`src/rtl/encoder_pkg.sv`:
```
// Shared constants and types for the quadrature encoder duty controller:
// Gray-code state encoding, sub-step accumulator sizing and acceleration constants.
package encoder_pkg;

  typedef enum logic [1:0] {
    S00 = 2'b00,
    S01 = 2'b01,
    S11 = 2'b11,
    S10 = 2'b10
  } quad_state_e;

  typedef enum logic [1:0] {
    MOVE_NONE = 2'b00,
    MOVE_CW   = 2'b01,
    MOVE_CCW  = 2'b10,
    MOVE_ERR  = 2'b11
  } quad_move_e;

  // Signed sub-step accumulator; a detent is four quarter-steps in one direction.
  localparam int ACC_W      = 3;
  localparam int ACC_DETENT = 4;

  localparam int ACCEL_INTERVAL_W = 16;
  localparam int ACCEL_MULT       = 8;

  function automatic quad_state_e quad_cw_next(input quad_state_e cur);
    quad_state_e nxt;
    case (cur)
      S00:     nxt = S01;
      S01:     nxt = S11;
      S11:     nxt = S10;
      S10:     nxt = S00;
      default: nxt = S00;
    endcase
    return nxt;
  endfunction

  function automatic quad_move_e quad_decode(input quad_state_e cur, input logic [1:0] nxt);
    quad_move_e mv;
    if (nxt == cur) begin
      mv = MOVE_NONE;
    end else if ((nxt ^ cur) == 2'b11) begin
      mv = MOVE_ERR;
    end else if (nxt == quad_cw_next(cur)) begin
      mv = MOVE_CW;
    end else begin
      mv = MOVE_CCW;
    end
    return mv;
  endfunction

endpackage

```
`src/rtl/debounce_bit.sv`:
```
// Single-bit debouncer: the accepted level follows the input only after it has
// differed from the accepted level for DEB_CYCLES consecutive cycles.
module debounce_bit #(
  parameter int DEB_CYCLES = 1000
) (
  input  logic clk,
  input  logic rst_n,
  input  logic d_i,
  output logic q_o
);

  localparam int CW = (DEB_CYCLES > 1) ? $clog2(DEB_CYCLES + 1) : 1;
  localparam logic [CW-1:0] CNT_LAST = CW'(DEB_CYCLES - 1);

  logic [CW-1:0] cnt_q, cnt_d;
  logic          lvl_q, lvl_d;

  // Any return to the accepted level restarts the stability count.
  always_comb begin
    cnt_d = cnt_q;
    lvl_d = lvl_q;
    if (d_i == lvl_q) begin
      cnt_d = '0;
    end else if (cnt_q == CNT_LAST) begin
      cnt_d = '0;
      lvl_d = d_i;
    end else begin
      cnt_d = cnt_q + CW'(1);
    end
  end

  always_ff @(posedge clk or negedge rst_n) begin
    if (!rst_n) begin
      cnt_q <= '0;
      lvl_q <= 1'b0;
    end else begin
      cnt_q <= cnt_d;
      lvl_q <= lvl_d;
    end
  end

  assign q_o = lvl_q;

endmodule

```
`src/rtl/encoder_duty_ctrl.sv`:
```
// Rotary encoder to PWM duty value: synchronize, debounce, decode quadrature, count detents.
// Optional detent acceleration is enabled by defining ENCODER_ACCEL_EN.
module encoder_duty_ctrl
  import encoder_pkg::*;
#(
  parameter int CNT_W      = 19,
  parameter int CNT_MAX    = 500000,
  parameter int STEP       = 5000,
  parameter int DEB_CYCLES = 1000
) (
  input  logic             clk,
  input  logic             rst_n,
  input  logic [1:0]       encoder,
  input  logic             encoder_btn,
  output logic [CNT_W-1:0] contador,
  output logic             dir,
  output logic             quad_err
);

  localparam logic [CNT_W:0]   CNT_MAX_X  = (CNT_W+1)'(CNT_MAX);
  localparam logic [CNT_W:0]   STEP_X     = (CNT_W+1)'(STEP);
  localparam logic [ACC_W:0]   ACC_POS    = (ACC_W+1)'(ACC_DETENT);
  localparam logic [ACC_W:0]   ACC_NEG    = (ACC_W+1)'(-ACC_DETENT);

  logic [2:0] sync1_q, sync2_q;
  logic [1:0] enc_deb_s;
  logic       btn_deb_s;

  always_ff @(posedge clk or negedge rst_n) begin
    if (!rst_n) begin
      sync1_q <= 3'b000;
      sync2_q <= 3'b000;
    end else begin
      sync1_q <= {encoder_btn, encoder};
      sync2_q <= sync1_q;
    end
  end

  debounce_bit #(.DEB_CYCLES(DEB_CYCLES)) u_deb_a (
    .clk(clk), .rst_n(rst_n), .d_i(sync2_q[0]), .q_o(enc_deb_s[0])
  );
  debounce_bit #(.DEB_CYCLES(DEB_CYCLES)) u_deb_b (
    .clk(clk), .rst_n(rst_n), .d_i(sync2_q[1]), .q_o(enc_deb_s[1])
  );
  debounce_bit #(.DEB_CYCLES(DEB_CYCLES)) u_deb_btn (
    .clk(clk), .rst_n(rst_n), .d_i(sync2_q[2]), .q_o(btn_deb_s)
  );

  quad_state_e state_q, state_d;
  quad_move_e  move_s;

  always_ff @(posedge clk or negedge rst_n) begin
    if (!rst_n) begin
      state_q <= S00;
    end else begin
      state_q <= state_d;
    end
  end

  // Even an illegal jump lands the FSM on the observed phase pair.
  always_comb begin
    state_d = quad_state_e'(enc_deb_s);
  end

  always_comb begin
    move_s = quad_decode(state_q, enc_deb_s);
  end

  logic [ACC_W-1:0] acc_q, acc_d;
  logic [ACC_W:0]   acc_sum_s;
  logic             detent_cw_s, detent_ccw_s;

  // Sum is one bit wider so that +4 is representable before the detent clears it.
  always_comb begin
    acc_sum_s = {acc_q[ACC_W-1], acc_q};
    case (move_s)
      MOVE_CW:  acc_sum_s = {acc_q[ACC_W-1], acc_q} + (ACC_W+1)'(1);
      MOVE_CCW: acc_sum_s = {acc_q[ACC_W-1], acc_q} - (ACC_W+1)'(1);
      default:  acc_sum_s = {acc_q[ACC_W-1], acc_q};
    endcase
    detent_cw_s  = (move_s == MOVE_CW)  && (acc_sum_s == ACC_POS);
    detent_ccw_s = (move_s == MOVE_CCW) && (acc_sum_s == ACC_NEG);
    if (move_s == MOVE_ERR || detent_cw_s || detent_ccw_s) begin
      acc_d = '0;
    end else begin
      acc_d = acc_sum_s[ACC_W-1:0];
    end
  end

  always_ff @(posedge clk or negedge rst_n) begin
    if (!rst_n) begin
      acc_q <= '0;
    end else begin
      acc_q <= acc_d;
    end
  end

  logic           btn_prev_q;
  logic           btn_rise_s;
  logic [CNT_W:0] step_s;
  logic [CNT_W:0] cnt_ext_s, cnt_up_s, cnt_dn_s;
  logic [CNT_W-1:0] cnt_q, cnt_d;
  logic           dir_q, dir_d;
  logic           err_q;

  assign btn_rise_s = btn_deb_s & ~btn_prev_q;

`ifdef ENCODER_ACCEL_EN
  localparam logic [ACCEL_INTERVAL_W:0] GAP_MAX   = (ACCEL_INTERVAL_W+1)'(1 << ACCEL_INTERVAL_W);
  localparam logic [CNT_W:0]            STEP_FAST = (CNT_W+1)'(ACCEL_MULT * STEP);

  logic [ACCEL_INTERVAL_W:0] gap_q, gap_d;
  logic                      fast_s;

  // Cycles since the last accepted detent, parked at GAP_MAX so reset never accelerates.
  always_comb begin
    fast_s = (gap_q < GAP_MAX) && ((detent_cw_s && dir_q) || (detent_ccw_s && !dir_q));
    step_s = fast_s ? STEP_FAST : STEP_X;
    if ((detent_cw_s || detent_ccw_s) && !btn_rise_s) begin
      gap_d = '0;
    end else if (gap_q != GAP_MAX) begin
      gap_d = gap_q + (ACCEL_INTERVAL_W+1)'(1);
    end else begin
      gap_d = gap_q;
    end
  end

  always_ff @(posedge clk or negedge rst_n) begin
    if (!rst_n) begin
      gap_q <= GAP_MAX;
    end else begin
      gap_q <= gap_d;
    end
  end
`else
  always_comb begin
    step_s = STEP_X;
  end
`endif

  // Saturating add/subtract in CNT_W+1 bits; a button press overrides a same-cycle detent.
  always_comb begin
    cnt_ext_s = {1'b0, cnt_q};
    cnt_up_s  = cnt_ext_s + step_s;
    if (cnt_up_s > CNT_MAX_X) begin
      cnt_up_s = CNT_MAX_X;
    end else begin
      cnt_up_s = cnt_up_s;
    end
    if (cnt_ext_s < step_s) begin
      cnt_dn_s = '0;
    end else begin
      cnt_dn_s = cnt_ext_s - step_s;
    end
    cnt_d = cnt_q;
    dir_d = dir_q;
    if (btn_rise_s) begin
      cnt_d = '0;
    end else if (detent_cw_s) begin
      cnt_d = cnt_up_s[CNT_W-1:0];
      dir_d = 1'b1;
    end else if (detent_ccw_s) begin
      cnt_d = cnt_dn_s[CNT_W-1:0];
      dir_d = 1'b0;
    end else begin
      cnt_d = cnt_q;
    end
  end

  always_ff @(posedge clk or negedge rst_n) begin
    if (!rst_n) begin
      cnt_q      <= '0;
      dir_q      <= 1'b1;
      err_q      <= 1'b0;
      btn_prev_q <= 1'b0;
    end else begin
      cnt_q      <= cnt_d;
      dir_q      <= dir_d;
      err_q      <= (move_s == MOVE_ERR);
      btn_prev_q <= btn_deb_s;
    end
  end

  assign contador = cnt_q;
  assign dir      = dir_q;
  assign quad_err = err_q;

endmodule

```
`config.mk`:
```
export PLATFORM = sky130hd
export DESIGN_NAME = encoder_duty_ctrl
export DESIGN_NICKNAME = d
export VERILOG_FILES = /design/src/rtl/encoder_pkg.sv /design/src/rtl/debounce_bit.sv /design/src/rtl/encoder_duty_ctrl.sv
export SDC_FILE = /design/constraint.sdc
export NUM_CORES = 1
export LEC_CHECK = 0
export CAP_MARGIN = 30
export CORE_ASPECT_RATIO = 0.75
export CORE_MARGIN = 4
export CORE_UTILIZATION = 50
export DETAILED_ROUTE_END_ITERATION = 10
export PLACE_DENSITY = 0.75
export SLEW_MARGIN = 10
export SYNTH_ARGS = -nofsm -noshare
export SYNTH_HDL_FRONTEND = slang
export SYNTH_HIERARCHICAL = 1
export SYNTH_SLANG_ARGS = --single-unit
```
`constraint.sdc`:
```
create_clock -name clk -period 6.2 [get_ports clk]
set_input_delay 1.86 -clock clk [delete_from_list [all_inputs] [get_ports clk]]
set_output_delay 1.86 -clock clk [all_outputs]
set_load 0.05 [all_outputs]
```
==> out/metrics.cfg, run 1 <==
[timing]
fin_hold_ws_ps = 350
max_slew.worst_pin.slew_ps = 829
final.period_utilization_pct = 62.0
rsz0062_at_grt = false
timing.fmax_mhz = 260
fin_tns_setup_ps = 0
finalCriticalPeriod_ps = 3840
hold_viol = 0
max-slew-margin-rel_pct = 44.4
worst_clock_skew_ps = 14.2
maxSlewViolCount = 0
finalSetupViolations = 0

[final_layout]
diodes = 0
seq_area_um2 = 1580
multi_input_area_um2 = 2410
final_util_pct = 57.9
layout.nets = 495
drive_gt1_share_pct = 11.9
finalNonFillerCells = 591
area_growth_pct = 10.8
nFillCells = 719

[pwr]
comb_power_share_pct = 3.7
power.switching_uw = 200
vdd_ir_drop_max_v = 0.000153
p_leak_nw = 1.86
p_int_uw = 625
power.density_nw_per_um2 = 178
power_frac_clock_pct = 44.9
pwr-share-seq_pct = 51.4
sw_frac_of_total_pct = 24.3

[synth]
synth.area.mux_share_pct = 1.80
synth_commonest_cells = dfrtp_1 (62), nand2_1 (40), nor2_1 (40), a21oi_1 (28), o21ai_0 (25)
synthFlopType = dfrtp_1
synthArstFlopShare_pct = 100
ys_warn_count = 6
yosys-top-cells-area = dfrtp_1 (37%), nand2_1 (3.6%), nor2_1 (3.6%)
syn_area_per_cell_um2 = 8.84
ys_seq_area_share_pct = 37.8
synth-xor-area-share_pct = 6.30
syn-cell-area_um2 = 4170
synth_top_family_by_area = simple AND/OR/NAND/NOR gates
yosys.area_share.adder_pct = 2.70
yosys.cell_count.top_type = dfrtp_1
synth_compound_area_share_pct = 21.8
synth_top_cell_by_area = dfrtp_1
postSynthCellCount = 472
ys_types = 71
synth_edf_count = 0
synth_top_area_share_pct = 37.2
ys_ff_latch = 63
synthSimpleGateAreaFrac_pct = 24.8

[global_routing]
grt_pass1_vias = 3479
grt_pass1_wl_um = 16800
overflow = 0
antenna_found_initial = 0
grt_max_degree = 64
grt_use_total_pct = 20.8

[detailed_routing]
route.detailed.drc = 0
firstDrtPassIters = 5
routed_via_density = 6.21
wl_per_cell_um = 16.3
routed_wirelength_um = 9640
vias = 3670
drtAntennaViolNets = 0
first_iter_violations = 299

[status]
status = finished clean

[clocking]
postCtsHoldBufs = 0
cts_buffers = 9
clkSlewWorstSetupHoldPaths_ps = 80
ctsResizeCount = 0
insertion_delay_ps = 350
cts_max_path_buffers = 2
clock-sinks = 63
cts-root-buf = clkbuf_8
cts_tree = done
cts_setup_buffers = 0
htreeDepth = 3

[worst_setup_path]
crit_path_max_incr_delay_ps = 750
endpoint_kind = flop
cp_num_buf_inv = 1
path_max_fanout = 11
criticalPathCategory = reg2reg
crit_chain = mux2i_1 > o21ai_0 > inv_1 > ha_1 > xor2_1 > ha_1 > a21oi_1 > mux2i_1 > xor2_1 > or4_1 > o41ai_1 > a31oi_1 > o211a_1 > nor3b_1
cp-start-kind = flop
arrival_ps = 4100
crit_required_ps = 6460
cp_top_family = compound AO/OA/AOI/OAI gates
crit_slowest_cell = or4_1

[floorplanning]
ios = 26
fp-row-count = 28
dieWidth_um = 113
die-height_um = 87.1
core_area_um2 = 7990
dieArea_um2 = 9880
initial_core_util_pct = 52.2

[place]
gp_congestion = 0.903
place_inst = 575
dp_hpwl_um = 6630
port_buffers = 22

[worst_hold_path]
min_path_type = reg2reg

[job]
cap_violations = 0

==> final cells by class <==
cell class / count / area share [%]
Tap cell: 105 / 2.84
Timing Repair Buffer: 26 / 5.30
Sequential cell: 63 / 34.1
Clock inverter: 6 / 1.46
Inverter: 13 / 1.06
Multi-Input combinational cell: 368 / 52.2
Clock buffer: 10 / 2.98
==> cells in the final DEF, fill, tap and decap left out, types with 6 or more instances in the layout <==
master,synthesis,routed
dfrtp_1,62,62
nand4_1,8,8
or3_1,6,6
o21ai_0,25,25
a21oi_1,28,28
a21o_1,7,7
nor4_1,7,6
xor2_1,14,14
inv_1,13,13
nor3_1,9,9
clkdlybuf4s50_1,0,21
clkbuf_8,0,10
nand3_1,23,23
a31oi_1,7,7
ha_1,9,9
or4_1,8,8
xnor2_1,16,16
nor2_1,40,40
nand2_1,40,40
==> routing by layer <==
| layer | vias to the layer above | track usage [%] | part of all wire (%) |
|---|---|---|---|
| met5 | - | 0 | 0 |
| met1 | 1749 | 28.6 | 45 |
| li1 | 1757 | - | - |
| met2 | 140 | 31.5 | 44 |
| met4 | 0 | 6.77 | 2.1 |
| met3 | 24 | 6.32 | 8.5 |
==> power by group through the flow <==
| stage | Combinational, mW | Sequential, mW | Clock [mW] |
|---|---|---|---|
| finish | 0.0306 | 0.424 | 0.370 |
| global route | 0.0352 | 0.425 | 0.397 |
| CTS | 0.0316 | 0.424 | 0.380 |
| detailed placement | 0.0310 | 0.432 | 0 |
| global placement | 0.0300 | 0.431 | 0 |
| floorplan | 0.0180 | 0.431 | 0 |
==> through the flow <==
stage | instance area, µm² | total power, mW | setup WS, ps
after floorplan | 4180 | 0.449 | 2590
after global placement | 4410 | 0.461 | 2500
after detailed placement | 4420 | 0.463 | 2380
after CTS | 4620 | 0.835 | 2370
after global routing | 4620 | 0.858 | 1800
final | 4620 | 0.825 | 2360
==> path summary, 6_finish.rpt <==
check | start | depth (start not counted) | to | slack (ps)
min in group asynchronous | rst_n | 2 | u_deb_b/cnt_q[6]$_DFF_PN0_ | 1660
setup reg to reg | u_deb_b/q_o$_DFFE_PN0P_ | 14 | contador[6]$_DFFE_PN0P_ | 2360
hold reg to reg | sync1_q[1]$_DFF_PN0_ | 0 | sync2_q[1]$_DFF_PN0_ | 350
hold / removal | sync1_q[1]$_DFF_PN0_ | 0 | sync2_q[1]$_DFF_PN0_ | 350
max in group asynchronous | rst_n | 2 | acc_q[0]$_DFF_PN0_ | 3990
setup / recovery | u_deb_b/q_o$_DFFE_PN0P_ | 14 | contador[6]$_DFFE_PN0P_ | 2360
==> cells by family (layout without fill, tap and decap cells) <==
| kind of cell | count (synthesis) | after routing |
|---|---|---|
| multiplexers | 7 | 7 |
| other | 1 | 3 |
| AND/OR/NAND/NOR | 189 | 189 |
| buffers and inverters | 43 | 55 |
| flip-flops | 63 | 63 |
| XOR/XNOR | 30 | 30 |
| AO/OA/AOI/OAI | 130 | 130 |
| adder cells (fa/ha/maj) | 9 | 9 |
==> state kept, by name, summed over array words and instances, names as in the netlist <==
name             cells
btn_prev_q           1
u_deb_btn/q_o        1
quad_err             1
u_deb_b/cnt_q       10
acc_q                3
dir                  1
sync1_q              3
u_deb_a/q_o          1
contador            16
u_deb_a/cnt_q       10
u_deb_btn/cnt_q     10
u_deb_b/q_o          1
state_q              2
sync2_q              3
Power figures use the tool's default switching activity.
==> run 2, diff against run 1 <==
--- a/config.mk
+++ b/config.mk
@@ -10,7 +10,7 @@
 export CORE_MARGIN = 4
 export CORE_UTILIZATION = 50
 export DETAILED_ROUTE_END_ITERATION = 10
-export PLACE_DENSITY = 0.75
+export PLACE_DENSITY = 0.78
 export SLEW_MARGIN = 10
 export SYNTH_ARGS = -nofsm -noshare
 export SYNTH_HDL_FRONTEND = slang
==> constraint.sdc (replaced) <==
create_clock -name clk -period 3.13 [get_ports clk]
set_input_delay 0.939 -clock clk [delete_from_list [all_inputs] [get_ports clk]]
set_output_delay 0.939 -clock clk [all_outputs]
set_load 0.05 [all_outputs]
==> out/metrics.cfg, run 2 (synthesized netlist as in run 1, its figures left out) <==
[timing]
max_slew.worst_pin.slew_ps = 556  ; was 829 ps
rsz0062_at_grt = true  ; was false
max-slew-margin-rel_pct = 62.6  ; was 44.4%
final.period_utilization_pct = 107  ; was 62.0%
finalCriticalPeriod_ps = 3360  ; was 3840 ps
fin_tns_setup_ps = -2460  ; was 0 ps
hold_viol = 0  ; unchanged
finalSetupViolations = 17  ; was 0
worst_clock_skew_ps = 14.9  ; was 14.2 ps
layout_setup_ws_ps = -229  ; was 2360 ps
maxSlewViolCount = 0  ; unchanged
timing.fmax_mhz = 298  ; was 260 MHz

[global_routing]
grt_max_degree = 34  ; was 64
antenna_found_initial = 0  ; unchanged
overflow = 0  ; unchanged
grt_pass1_wl_um = 17600  ; was 16800 µm
grt_pass1_vias = 3647  ; was 3479
grt_use_total_pct = 22.1  ; was 20.8%

[worst_setup_path]
arrival_ps = 3580  ; was 4100 ps
r2r_cells = 11  ; was 14
crit_slowest_cell = or4_4  ; was or4_1
crit_start = state_q[0]$_DFF_PN0_  ; was u_deb_b/q_o$_DFFE_PN0P_
cp_num_buf_inv = 0  ; was 1
crit_path_max_incr_delay_ps = 600  ; was 750 ps
crit_cells = 11  ; was 14
r2r_end = contador[16]$_DFFE_PN0P_  ; was contador[6]$_DFFE_PN0P_
r2r_start = state_q[0]$_DFF_PN0_  ; was u_deb_b/q_o$_DFFE_PN0P_
criticalPathCategory = reg2reg  ; unchanged
cp-start-kind = flop  ; unchanged
endpoint_kind = flop  ; unchanged
path_max_fanout = 5  ; was 11
crit_required_ps = 3350  ; was 6460 ps
crit_path_end = contador[16]$_DFFE_PN0P_  ; was contador[6]$_DFFE_PN0P_
cp_top_family = compound AO/OA/AOI/OAI gates  ; unchanged
reg2reg_slack_ps = -230  ; was 2360 ps
crit_chain = o21ai_0 > o21ai_2 > ha_4 > xor2_1 > ha_2 > a21oi_2 > mux2i_2 > xor2_2 > or4_4 > or2_4 > a221o_1  ; was mux2i_1 > o21ai_0 > inv_1 > ha_1 > xor2_1 > ha_1 > a21oi_1 > mux2i_1 > xor2_1 > or4_1 > o41ai_1 > a31oi_1 > o211a_1 > nor3b_1

[pwr]
power.density_nw_per_um2 = 295  ; was 178 nW/µm²
vdd_ir_drop_max_v = 0.000306  ; was 0.000153 V
total_power_mw = 1.52  ; was 825 µW
p_leak_nw = 2.12  ; was 1.86 nW

[detailed_routing]
route.detailed.drc = 0  ; unchanged
drtAntennaViolNets = 0  ; unchanged
routed_wirelength_um = 11200  ; was 9640 µm
routed_via_density = 6.28  ; was 6.21
wl_per_cell_um = 17.5  ; was 16.3 µm
vias = 4028  ; was 3670
first_iter_violations = 363  ; was 299
firstDrtPassIters = 5  ; unchanged

[final_layout]
finalInstanceArea_um2 = 5160  ; was 4620 µm²
nFillCells = 607  ; was 719
seq_area_um2 = 1580  ; about the same
finalNonFillerCells = 641  ; was 591
area_growth_pct = 23.8  ; was 10.8%
multi_input_area_um2 = 2570  ; was 2410 µm²
drive_gt1_share_pct = 24.8  ; was 11.9%
diodes = 0  ; unchanged
layout.nets = 545  ; was 495
final_common_cell = dfrtp_1  ; unchanged
mostFrequentLayoutCells = dfrtp_1 (60), buf_4 (45), nand2_1 (38), nor2_1 (38), a21oi_1 (24)  ; was dfrtp_1 (62), nand2_1 (40), nor2_1 (40)
largest_reg_flops = 16  ; unchanged

[place]
pre_cts_slack_ps = -164  ; was 2380 ps
place_area_um2 = 4690  ; was 4420 µm²
place_inst = 607  ; was 575
port_buffers = 22  ; unchanged
gp_congestion = 0.916  ; was 0.903
dp_hpwl_um = 7490  ; was 6630 µm

[floorplanning]
die-height_um = 87.1  ; unchanged
fp-row-count = 28  ; unchanged
ios = 26  ; unchanged
dieArea_um2 = 9880  ; unchanged
core_area_um2 = 7990  ; unchanged
dieWidth_um = 113  ; unchanged
initial_core_util_pct = 52.2  ; unchanged

[clocking]
clock-sinks = 63  ; unchanged
clkSlewWorstSetupHoldPaths_ps = 70  ; was 80 ps
cts_max_path_buffers = 2  ; unchanged
cts-root-buf = clkbuf_8  ; unchanged
htreeDepth = 3  ; unchanged
cts_tree = done  ; unchanged
cts_buffers = 9  ; unchanged
postCtsHoldBufs = 0  ; unchanged
insertion_delay_ps = 350  ; about the same

[worst_hold_path]
min_path_type = reg2reg  ; unchanged
hp-start = sync1_q[2]$_DFF_PN0_  ; was sync1_q[1]$_DFF_PN0_

[status]
violations = negative setup slack
status = finished with violations  ; was finished clean

[job]
cap_violations = 0  ; unchanged

[run 2: through the flow]
step                hold slack, ps  utilization, %
floorplan                      331               -
global placement               336            58.7
detailed placement             336            58.7
CTS                            351            61.9
global route                   361            64.6
finish                         349            64.6
[run 2: power by group]
group          switching [mW]  total [mW]  internal [mW]
sequential             0.0129       0.840          0.827
combinational          0.0423      0.0636         0.0213
clock                   0.311       0.620          0.309
[run 2: layer usage]
layer  up-vias  track usage [%]  routed length [µm]
met5         -                0                   0
met4         0             8.08                 397
met3        49             4.79                 911
met2       217             34.0                4970
met1      1899             30.8                4950
li1       1863                -                   -
[run 2: final cells by class]
| type | count | share of cell area [%] |
|---|---|---|
| multi-input combinational | 368 | 49.8 |
| sequential | 63 | 30.6 |
| inverter | 13 | 0.945 |
| clock inverter | 3 | 0.364 |
| clock buffer | 13 | 2.88 |
| tap | 105 | 2.54 |
| timing repair buffer | 76 | 12.8 |
[run 2: worst min path at each step]
stage | to | slack (ps) | depth (start not counted)
detailed placement | sync2_q[2]$_DFF_PN0_ | 340 | 0
CTS | sync2_q[2]$_DFF_PN0_ | 350 | 0
global placement | sync2_q[1]$_DFF_PN0_ | 340 | 0
finish | sync2_q[2]$_DFF_PN0_ | 350 | 0
global route | sync2_q[2]$_DFF_PN0_ | 360 | 0
floorplan | sync2_q[0]$_DFF_PN0_ | 330 | 0
[run 2: worst register-to-register path, cell delays in order (launching register included)]
cell	delay, ps
dfrtp_2	460
o21ai_0	250
o21ai_2	140
ha_4	180
xor2_1	140
ha_2	220
a21oi_2	190
mux2i_2	300
xor2_2	150
or4_4	600
or2_4	290
a221o_1	310
[run 2: what timing repair did]
action / CTS / global route
setup buffers: 4 / 14
setup endpoints to repair: 15 / 17
resized for setup: 14 / 26
pin swaps: 7 / 11
